<file path="src/rtl/apb_timer_slave.sv">
// APB completer with a 4-register programmable down-counter timer.
// Supports auto-reload, a level interrupt, configurable wait states and PSLVERR on illegal accesses.
module apb_timer_slave #(
    parameter int ADDR_WIDTH  = 32,
    parameter int DATA_WIDTH  = 32,
    parameter int WAIT_STATES = 0
) (
    input  logic                  clk,
    input  logic                  rst,
    input  logic [ADDR_WIDTH-1:0] PADDR,
    input  logic                  PSEL,
    input  logic                  PENABLE,
    input  logic                  PWRITE,
    input  logic [DATA_WIDTH-1:0] PWDATA,
    output logic                  PREADY,
    output logic                  PSLVERR,
    output logic [DATA_WIDTH-1:0] PRDATA,
    output logic                  irq
);

    typedef enum logic [1:0] {S_IDLE, S_WAIT, S_RESP} state_t;

    state_t                state, state_next;
    logic [3:0]            wcnt, wcnt_next;

    logic                  en, auto_rl, irq_en, expired;
    logic [DATA_WIDTH-1:0] load_val, count;
    logic                  en_n, auto_n, ie_n, exp_n;
    logic [DATA_WIDTH-1:0] load_n, count_n;
    logic                  expire;

    logic                  illegal;
    logic [1:0]            idx;
    logic [DATA_WIDTH-1:0] rd_mux, resp_data;
    logic                  resp_err;
    logic                  wr_en;
    logic                  unused_addr;

    assign idx         = PADDR[3:2];
    assign unused_addr = &{1'b0, PADDR[1:0]};

    generate
        if (ADDR_WIDTH > 4) begin : g_hi_addr
            assign illegal = |PADDR[ADDR_WIDTH-1:4];
        end else begin : g_no_hi_addr
            assign illegal = 1'b0;
        end
    endgenerate

    always_ff @(posedge clk) begin
        if (rst) begin
            state <= S_IDLE;
            wcnt  <= 4'd0;
        end else begin
            state <= state_next;
            wcnt  <= wcnt_next;
        end
    end

    always_comb begin
        state_next = state;
        wcnt_next  = wcnt;
        case (state)
            S_IDLE: begin
                if (PSEL && !PENABLE) begin
                    if (WAIT_STATES > 0) begin
                        state_next = S_WAIT;
                        wcnt_next  = 4'(WAIT_STATES - 1);
                    end else begin
                        state_next = S_RESP;
                    end
                end
            end
            S_WAIT: begin
                if (!PSEL) begin
                    state_next = S_IDLE;
                end else if (wcnt == 4'd0) begin
                    state_next = S_RESP;
                end else begin
                    wcnt_next = wcnt - 4'd1;
                end
            end
            S_RESP:  state_next = S_IDLE;
            default: state_next = S_IDLE;
        endcase
    end

    // Response is decoded from the bus and registers one cycle ahead of RESP.
    always_comb begin
        rd_mux = '0;
        case (idx)
            2'd0: rd_mux = {{(DATA_WIDTH-3){1'b0}}, irq_en, auto_rl, en};
            2'd1: rd_mux = load_val;
            2'd2: rd_mux = count;
            2'd3: rd_mux = {{(DATA_WIDTH-1){1'b0}}, expired};
            default: rd_mux = '0;
        endcase
        resp_err  = illegal || (PWRITE && (idx == 2'd2));
        resp_data = (illegal || PWRITE) ? '0 : rd_mux;
    end

    always_ff @(posedge clk) begin
        if (rst) begin
            PREADY  <= 1'b0;
            PSLVERR <= 1'b0;
            PRDATA  <= '0;
        end else begin
            PREADY <= (state_next == S_RESP);
            if (state_next == S_RESP) begin
                PSLVERR <= resp_err;
                PRDATA  <= resp_data;
            end
        end
    end

    assign wr_en = (state == S_RESP) && PSEL && PENABLE && PWRITE && !illegal;

    // Counter update first, then bus writes override; expiry overrides the W1C clear.
    always_comb begin
        en_n    = en;
        auto_n  = auto_rl;
        ie_n    = irq_en;
        load_n  = load_val;
        count_n = count;
        exp_n   = expired;
        expire  = 1'b0;
        if (en) begin
            if (count != '0) begin
                count_n = count - DATA_WIDTH'(1);
            end else begin
                expire = 1'b1;
                if (auto_rl) begin
                    count_n = load_val;
                end else begin
                    en_n = 1'b0;
                end
            end
        end
        if (wr_en) begin
            case (idx)
                2'd0: {ie_n, auto_n, en_n} = PWDATA[2:0];
                2'd1: begin
                    load_n  = PWDATA;
                    count_n = PWDATA;
                end
                2'd3: if (PWDATA[0]) exp_n = 1'b0;
                default: ;
            endcase
        end
        if (expire) begin
            exp_n = 1'b1;
        end
    end

    always_ff @(posedge clk) begin
        if (rst) begin
            en       <= 1'b0;
            auto_rl  <= 1'b0;
            irq_en   <= 1'b0;
            load_val <= '0;
            count    <= '0;
            expired  <= 1'b0;
        end else begin
            en       <= en_n;
            auto_rl  <= auto_n;
            irq_en   <= ie_n;
            load_val <= load_n;
            count    <= count_n;
            expired  <= exp_n;
        end
    end

    assign irq = expired & irq_en;

endmodule

</file>
<file path="config.mk">
export PLATFORM = sky130hd
export DESIGN_NAME = apb_timer_slave
export DESIGN_NICKNAME = d
export VERILOG_FILES = /design/src/rtl/apb_timer_slave.sv
export SDC_FILE = /design/constraint.sdc
export NUM_CORES = 1
export LEC_CHECK = 0
export CAP_MARGIN = 20
export CELL_PAD_IN_SITES_DETAIL_PLACEMENT = 1
export CELL_PAD_IN_SITES_GLOBAL_PLACEMENT = 2
export CORE_ASPECT_RATIO = 1.2
export CORE_MARGIN = 4
export CORE_UTILIZATION = 27
export CTS_CLUSTER_SIZE = 25
export DETAILED_ROUTE_END_ITERATION = 16
export PLACE_DENSITY = 0.84
export SLEW_MARGIN = 20
export SYNTH_ARGS = -nofsm -noshare
export SYNTH_HDL_FRONTEND = slang
export SYNTH_SLANG_ARGS = --single-unit
</file>
<file path="constraint.sdc">
create_clock -name clk -period 2.8 [get_ports clk]
set_input_delay 0.7 -clock clk [delete_from_list [all_inputs] [get_ports clk]]
set_output_delay 0.7 -clock clk [all_outputs]
set_load 0.005 [all_outputs]
</file>
==> flow_summary.ini, run 1 <==
[outcome]
outcome = complete, no violations

[setup_path]
rr_endpoint = count[9]
r2r_cells = 6
crit_chain = clkdlybuf4s50_1, nor4_1, nand4_1, or4b_4, buf_12, nor2_1, buf_4, nand2_1, o21ai_0
start_kind = input port
worst-r2r-setup-slack_ps = 150
r2r-start = count[18]
crit_required_ps = 3090
cp_max_fo = 22
path_class = in2reg
crit_end = count[1]
worstSetupStartpoint = PADDR[6]
slowest_delay_ps = 640
end_kind = register
cp.arrival_ps = 2940
slowest_stage = or4b_4

[layout]
nets = 896
drive_gt1_frac = 0.140
syn_to_final_growth_pct = 37.5
register_area_um2 = 2160
instances_no_fill = 1089
final_util = 0.382
design_area_um2 = 7570
diodes = 0
multi_input_area_um2 = 3090
n_fill_cell = 2345

[clock_network]
tritoncts = done
cts_made_buffers = 9
clk_pin_slew_ps = 70
cts_max_level = 3
tritoncts_num_sinks = 108
cts_hold_buf = 0
root_buffer = clkbuf_16
clk_path_buf_depth = 2
clk_latency_ps = 360

[power_and_ir_drop]
powerDensity_nw_per_um2 = 408
peakVddDrop_mv = 0.285
p_leak_uw = 0.00276

[sta]
rsz0062_at_grt = false
post-route-period-util = 0.949
max_slew_margin = 0.547
worstMarginPinSlew_ps = 677
finalSetupViolCount = 0
finalHoldWorstSlack_ps = 474
finalSetupTns_ps = 0
hold_viol = 0
max_freq_ghz = 0.376
drv_slew = 0
period_needed_ps = 2660
skew_ps = 8.49

[floorplanning]
die_area_um2 = 22700
rows = 56
start_util = 0.278
die_height_um = 164
core_um2 = 19800
dieWidth_um = 138
io-pin-count = 104

[placed_design]
portBuffers = 101
gp_congestion = 0.819
dp_cells = 1074
place_hpwl_um = 14900
place_area_um2 = 7260

[detailed_routing]
route.detailed.drc = 0
routed_via_density = 5.32
wire_per_inst_um = 18.2
drt_iter0_markers = 337
antenna_left = 0
wl_um = 19900
first_pass_iters = 5
route.vias.total = 5792

[synth]
yosysWarnings = 0
yosysSeqAreaShare = 0.393
ys_ff_latch = 108
synth_top_area_share = 0.393
yosys-top-cells-area = dfxtp_1, nand2_1, nor2_1, a22o_1, a21oi_1
async_reset_ff_frac = 0
synth_cells = 692
synth_cell_type_count = 60
synth_largest_area_cell = dfxtp_1
synthesis.nets = 764
syn_area_per_cell_um2 = 7.96
netlist_area_um2 = 5510
synth_edf_count = 0
synth-main-ff-cell = dfxtp_1

[flow_run]
drv_cap = 0

[global_routing]
grt_pass1_vias = 6002
antenna_found_initial = 0
grt-ovfl-total = 0
grt_pass1_wl_um = 32200
grt_max_degree = 49
grtUsageTotal = 0.174

[hold_path]
hold_class = reg2reg
## cell usage after synthesis, types with 2 or more instances
master	count
dfxtp_1	108
nand2_1	95
nor2_1	79
clkbuf_1	51
a21oi_1	50
a22oi_1	33
a22o_1	30
nand3_1	21
o21ai_0	21
nor4_1	20
nor3_1	16
nand4_1	11
o211ai_1	11
a211oi_1	10
a31oi_1	10
and3_1	10
mux2i_1	10
inv_1	7
or4_1	7
a311oi_1	6
a221oi_1	5
buf_2	5
nor2b_1	4
nor4b_1	4
o221ai_1	4
or3_1	4
xnor2_1	4
a21o_1	3
and2_1	3
and4_1	3
ha_1	3
o22ai_1	3
o311ai_0	3
o31ai_1	3
or4_4	3
a32oi_1	2
a41oi_1	2
buf_6	2
nor3_2	2
nor4bb_1	2
o21a_1	2
or4b_2	2
## routing by layer
| metal | vias to the layer above | global-route usage | routed length (um) |
|---|---|---|---|
| met3 | 24 | 0.0342 | 729 |
| li1 | 2844 | - | - |
| met5 | - | 0 | 0 |
| met2 | 116 | 0.302 | 9650 |
| met1 | 2808 | 0.217 | 9070 |
| met4 | 0 | 0.0584 | 401 |
## through the flow
stage / power, uW / setup WS, ps
after floorplan: 1630 / 108
after global placement: 1770 / -371
after detailed placement: 1770 / -394
after CTS: 3130 / 83.8
after global routing: 3210 / 11.2
final: 3090 / 142
## flip-flops by register name (all words and copies together), names as in the netlist
name      count
expired       1
en            1
auto_rl       1
PREADY        1
irq_en        1
load_val     32
wcnt          4
PRDATA       32
PSLVERR       1
count        32
state         2
## area by class of cell
class | instances | share of cell area
clock inverter | 5 | 0.0102
clock buffer | 10 | 0.0302
timing repair buffer | 181 | 0.219
multi-input combinational | 517 | 0.408
sequential | 108 | 0.286
inverter | 7 | 0.00347
tap | 261 | 0.0431
## worst max-delay path, delay by kind of cell
kind / cells / cell delay (ps)
buffers and inverters: 3 / 770
AOI/OAI and AO/OA: 1 / 80
and+or+nand+nor: 5 / 1390
## logic make-up after synthesis
kind of cell | after synthesis | synth area share
AND/OR/NAND/NOR | 293 | 0.260
AO/OA/AOI/OAI | 204 | 0.258
flip-flops | 108 | 0.393
buffers and inverters | 67 | 0.0502
multiplexers | 12 | 0.0243
XOR/XNOR | 5 | 0.00795
adder cells (fa/ha/maj) | 3 | 0.00682
## power breakdown
part	internal (uW)	switching [uW]
registers	1540	0.876
logic	105	88.3
clock network	776	584
## worst min-delay path by stage
stage | start | endpoint | slack [ps] | depth (start not counted)
after floorplan | load_val[10] | load_val[10] | 440 | 2
after global placement | load_val[17] | load_val[17] | 460 | 2
after detailed placement | load_val[17] | load_val[17] | 470 | 2
after CTS | load_val[17] | load_val[17] | 480 | 2
after global routing | load_val[10] | load_val[10] | 490 | 2
final | load_val[17] | load_val[17] | 470 | 2
## cell usage in the layout, fill, tap and decap left out, types with 4 or more instances in the layout
cell / n
mux2i_1: 10
clkdlybuf4s50_1: 100
a221oi_1: 5
buf_12: 4
buf_4: 77
clkbuf_16: 9
nor4_1: 20
a21oi_1: 50
nand2_1: 95
dfxtp_1: 108
inv_1: 7
o211ai_1: 11
nand4_1: 11
or4_1: 7
o221ai_1: 4
and3_1: 10
nand3_1: 21
a22oi_1: 33
nor2_1: 79
a22o_1: 30
a31oi_1: 10
nor3_1: 15
a211oi_1: 10
o21ai_0: 21
a311oi_1: 6
xnor2_1: 4
## repair_timing
item                                    4_1_cts  5_1_grt
gates resized for setup                       1        1
setup buffers                                 0        0
endpoints found under the setup margin        5        1
pin swaps                                     0        0
Power figures use the tool's default switching activity.
==> run 2, diff against run 1 <==
--- a/config.mk
+++ b/config.mk
@@ -5,15 +5,16 @@
 export SDC_FILE = /design/constraint.sdc
 export NUM_CORES = 1
 export LEC_CHECK = 0
+export ABC_AREA = 0
 export CAP_MARGIN = 20
 export CELL_PAD_IN_SITES_DETAIL_PLACEMENT = 1
 export CELL_PAD_IN_SITES_GLOBAL_PLACEMENT = 2
 export CORE_ASPECT_RATIO = 1.2
 export CORE_MARGIN = 4
 export CORE_UTILIZATION = 27
-export CTS_CLUSTER_SIZE = 25
 export DETAILED_ROUTE_END_ITERATION = 16
 export PLACE_DENSITY = 0.84
+export RECOVER_POWER = 25
 export SLEW_MARGIN = 20
 export SYNTH_ARGS = -nofsm -noshare
 export SYNTH_HDL_FRONTEND = slang
==> run 2 against run 1 <==
  * Clock skew barely moved
  * First-iteration DRC count did not move
  * Non-clock buffer count did not move
  * Hold slack did not move
  * Wire length barely moved
  * Critical path depth did not move
  * Total power barely moved
  * Cell area barely moved
  * Setup slack barely moved
  * Sequential cell count did not move
  * Core utilization barely moved
==> flow_summary.ini, run 2 (synthesized netlist as in run 1, its figures left out) <==
[outcome]
outcome = complete, no violations

[sta]
max_slew_margin = 0.345
worstMarginPinSlew_ps = 983
rsz0062_at_grt = false
period_needed_ps = 2660
post-route-period-util = 0.949
skew_ps = 8.49
finalSetupViolCount = 0
finalHoldWorstSlack_ps = 474
drv_slew = 0
finalSetupTns_ps = 0
max_freq_ghz = 0.376
hold_viol = 0

[global_routing]
grt_max_degree = 49
grt_pass1_wl_um = 32200
antenna_found_initial = 0
grtUsageTotal = 0.174
grt_pass1_vias = 6002
grt-ovfl-total = 0

[layout]
nets = 896
mostFrequentLayoutCells = dfxtp_1, nand2_1, nor2_1
drive_gt1_frac = 0.139
reg_top3 = PRDATA: 32 flops, count: 32 flops, load_val: 32 flops
diodes = 0
instances_no_fill = 1089
layout_commonest_cell = dfxtp_1
syn_to_final_growth_pct = 37.5
n_fill_cell = 2345

[power_and_ir_drop]
powerDensity_nw_per_um2 = 408
peakVddDrop_mv = 0.285
p_leak_uw = 0.00285

[hold_path]
hold_class = reg2reg

[detailed_routing]
drt_iter0_markers = 337
route.detailed.drc = 0
wire_per_inst_um = 18.2
routed_via_density = 5.32
first_pass_iters = 5
route.vias.total = 5792
antenna_left = 0
wl_um = 19800

[clock_network]
cts_setup_buffers = 0
cts_hold_buf = 0
clk_path_buf_depth = 2
tritoncts_num_sinks = 108
clk_pin_slew_ps = 70
root_buffer = clkbuf_16
cts_made_buffers = 9
cts_max_level = 3
tritoncts = done
clk_latency_ps = 360

[setup_path]
crit_buf_inv = 3
cp.arrival_ps = 2940
start_kind = input port
slowest_stage = or4b_4
cp_max_fo = 22
crit_chain = clkdlybuf4s50_1, nor4_1, nand4_1, or4b_4, buf_12, nor2_1, buf_4, nand2_1, o21ai_0
crit_required_ps = 3090
slowest_delay_ps = 640
path_delay_family = simple AND/OR/NAND/NOR gates
end_kind = register
path_class = in2reg

[floorplanning]
start_util = 0.278
die_height_um = 164
core_um2 = 19800
die_area_um2 = 22700
dieWidth_um = 138
io-pin-count = 104
rows = 56

[placed_design]
place_hpwl_um = 14900
portBuffers = 101
gp_congestion = 0.819
dp_cells = 1074

[flow_run]
drv_cap = 0
-- run 2: cell types whose count changed in the layout (fill, tap and decap cells not counted), sizes merged --
| cell | before | now |
|---|---|---|
| dlygate4sd3 | 0 | 30 |
| clkdlybuf4s50 | 100 | 70 |
| clkbuf | 10 | 11 |
| buf | 81 | 80 |
-- run 2: report_power, final --
part	switching (uW)	total, uW	leakage (uW)	internal [uW]
combinational	88.3	192	0.00183	103
sequential	0.801	1540	0.000870	1540
clock	584	1360	0.000148	776
-- run 2: path summary, 6_finish.rpt --
kind,start,slack (ps),endpoint,depth (start not counted)
hold reg to reg,load_val[17],470,load_val[17],2
hold / removal,load_val[17],470,load_val[17],2
setup reg to reg,count[18],150,count[9],6
setup / recovery,PADDR[6],140,count[1],9
-- run 2: through the flow --
step	cell area (um2)	worst slack (ps)	power (uW)	utilization
global placement	7260	-371	1770	0.366
global route	7570	11.2	3210	0.382
detailed placement	7260	-394	1770	0.366
finish	7570	142	3090	0.382
floorplan	5510	108	1630	-
CTS	7570	83.8	3130	0.382
-- run 2: metal layers --
metal | GRT usage | part of all wire
met5 | 0 | 0
met4 | 0.0584 | 0.020
met3 | 0.0342 | 0.036
met2 | 0.302 | 0.49
met1 | 0.217 | 0.46
-- run 2: worst reg2reg max path, delay by kind of cell (launching register included) --
kind	cells	cell delay, ps
AND/OR/NAND/NOR	5	2020
flip-flops	1	350
AO/OA/AOI/OAI	1	210
-- run 2: cell type report --
type | count | area [um2] | area share
Clock inverter | 5 | 77.6 | 0.0102
Tap cell | 261 | 327 | 0.0431
Multi-Input combinational cell | 517 | 3090 | 0.408
Inverter | 7 | 26.3 | 0.00347
Clock buffer | 10 | 229 | 0.0303
Timing Repair Buffer | 181 | 1660 | 0.219
Sequential cell | 108 | 2160 | 0.286
-- run 2: timing repair --
item / in CTS / in global routing
gates resized for setup: 1 / 1
setup endpoints to repair: 5 / 1
cloned: 0 / 0
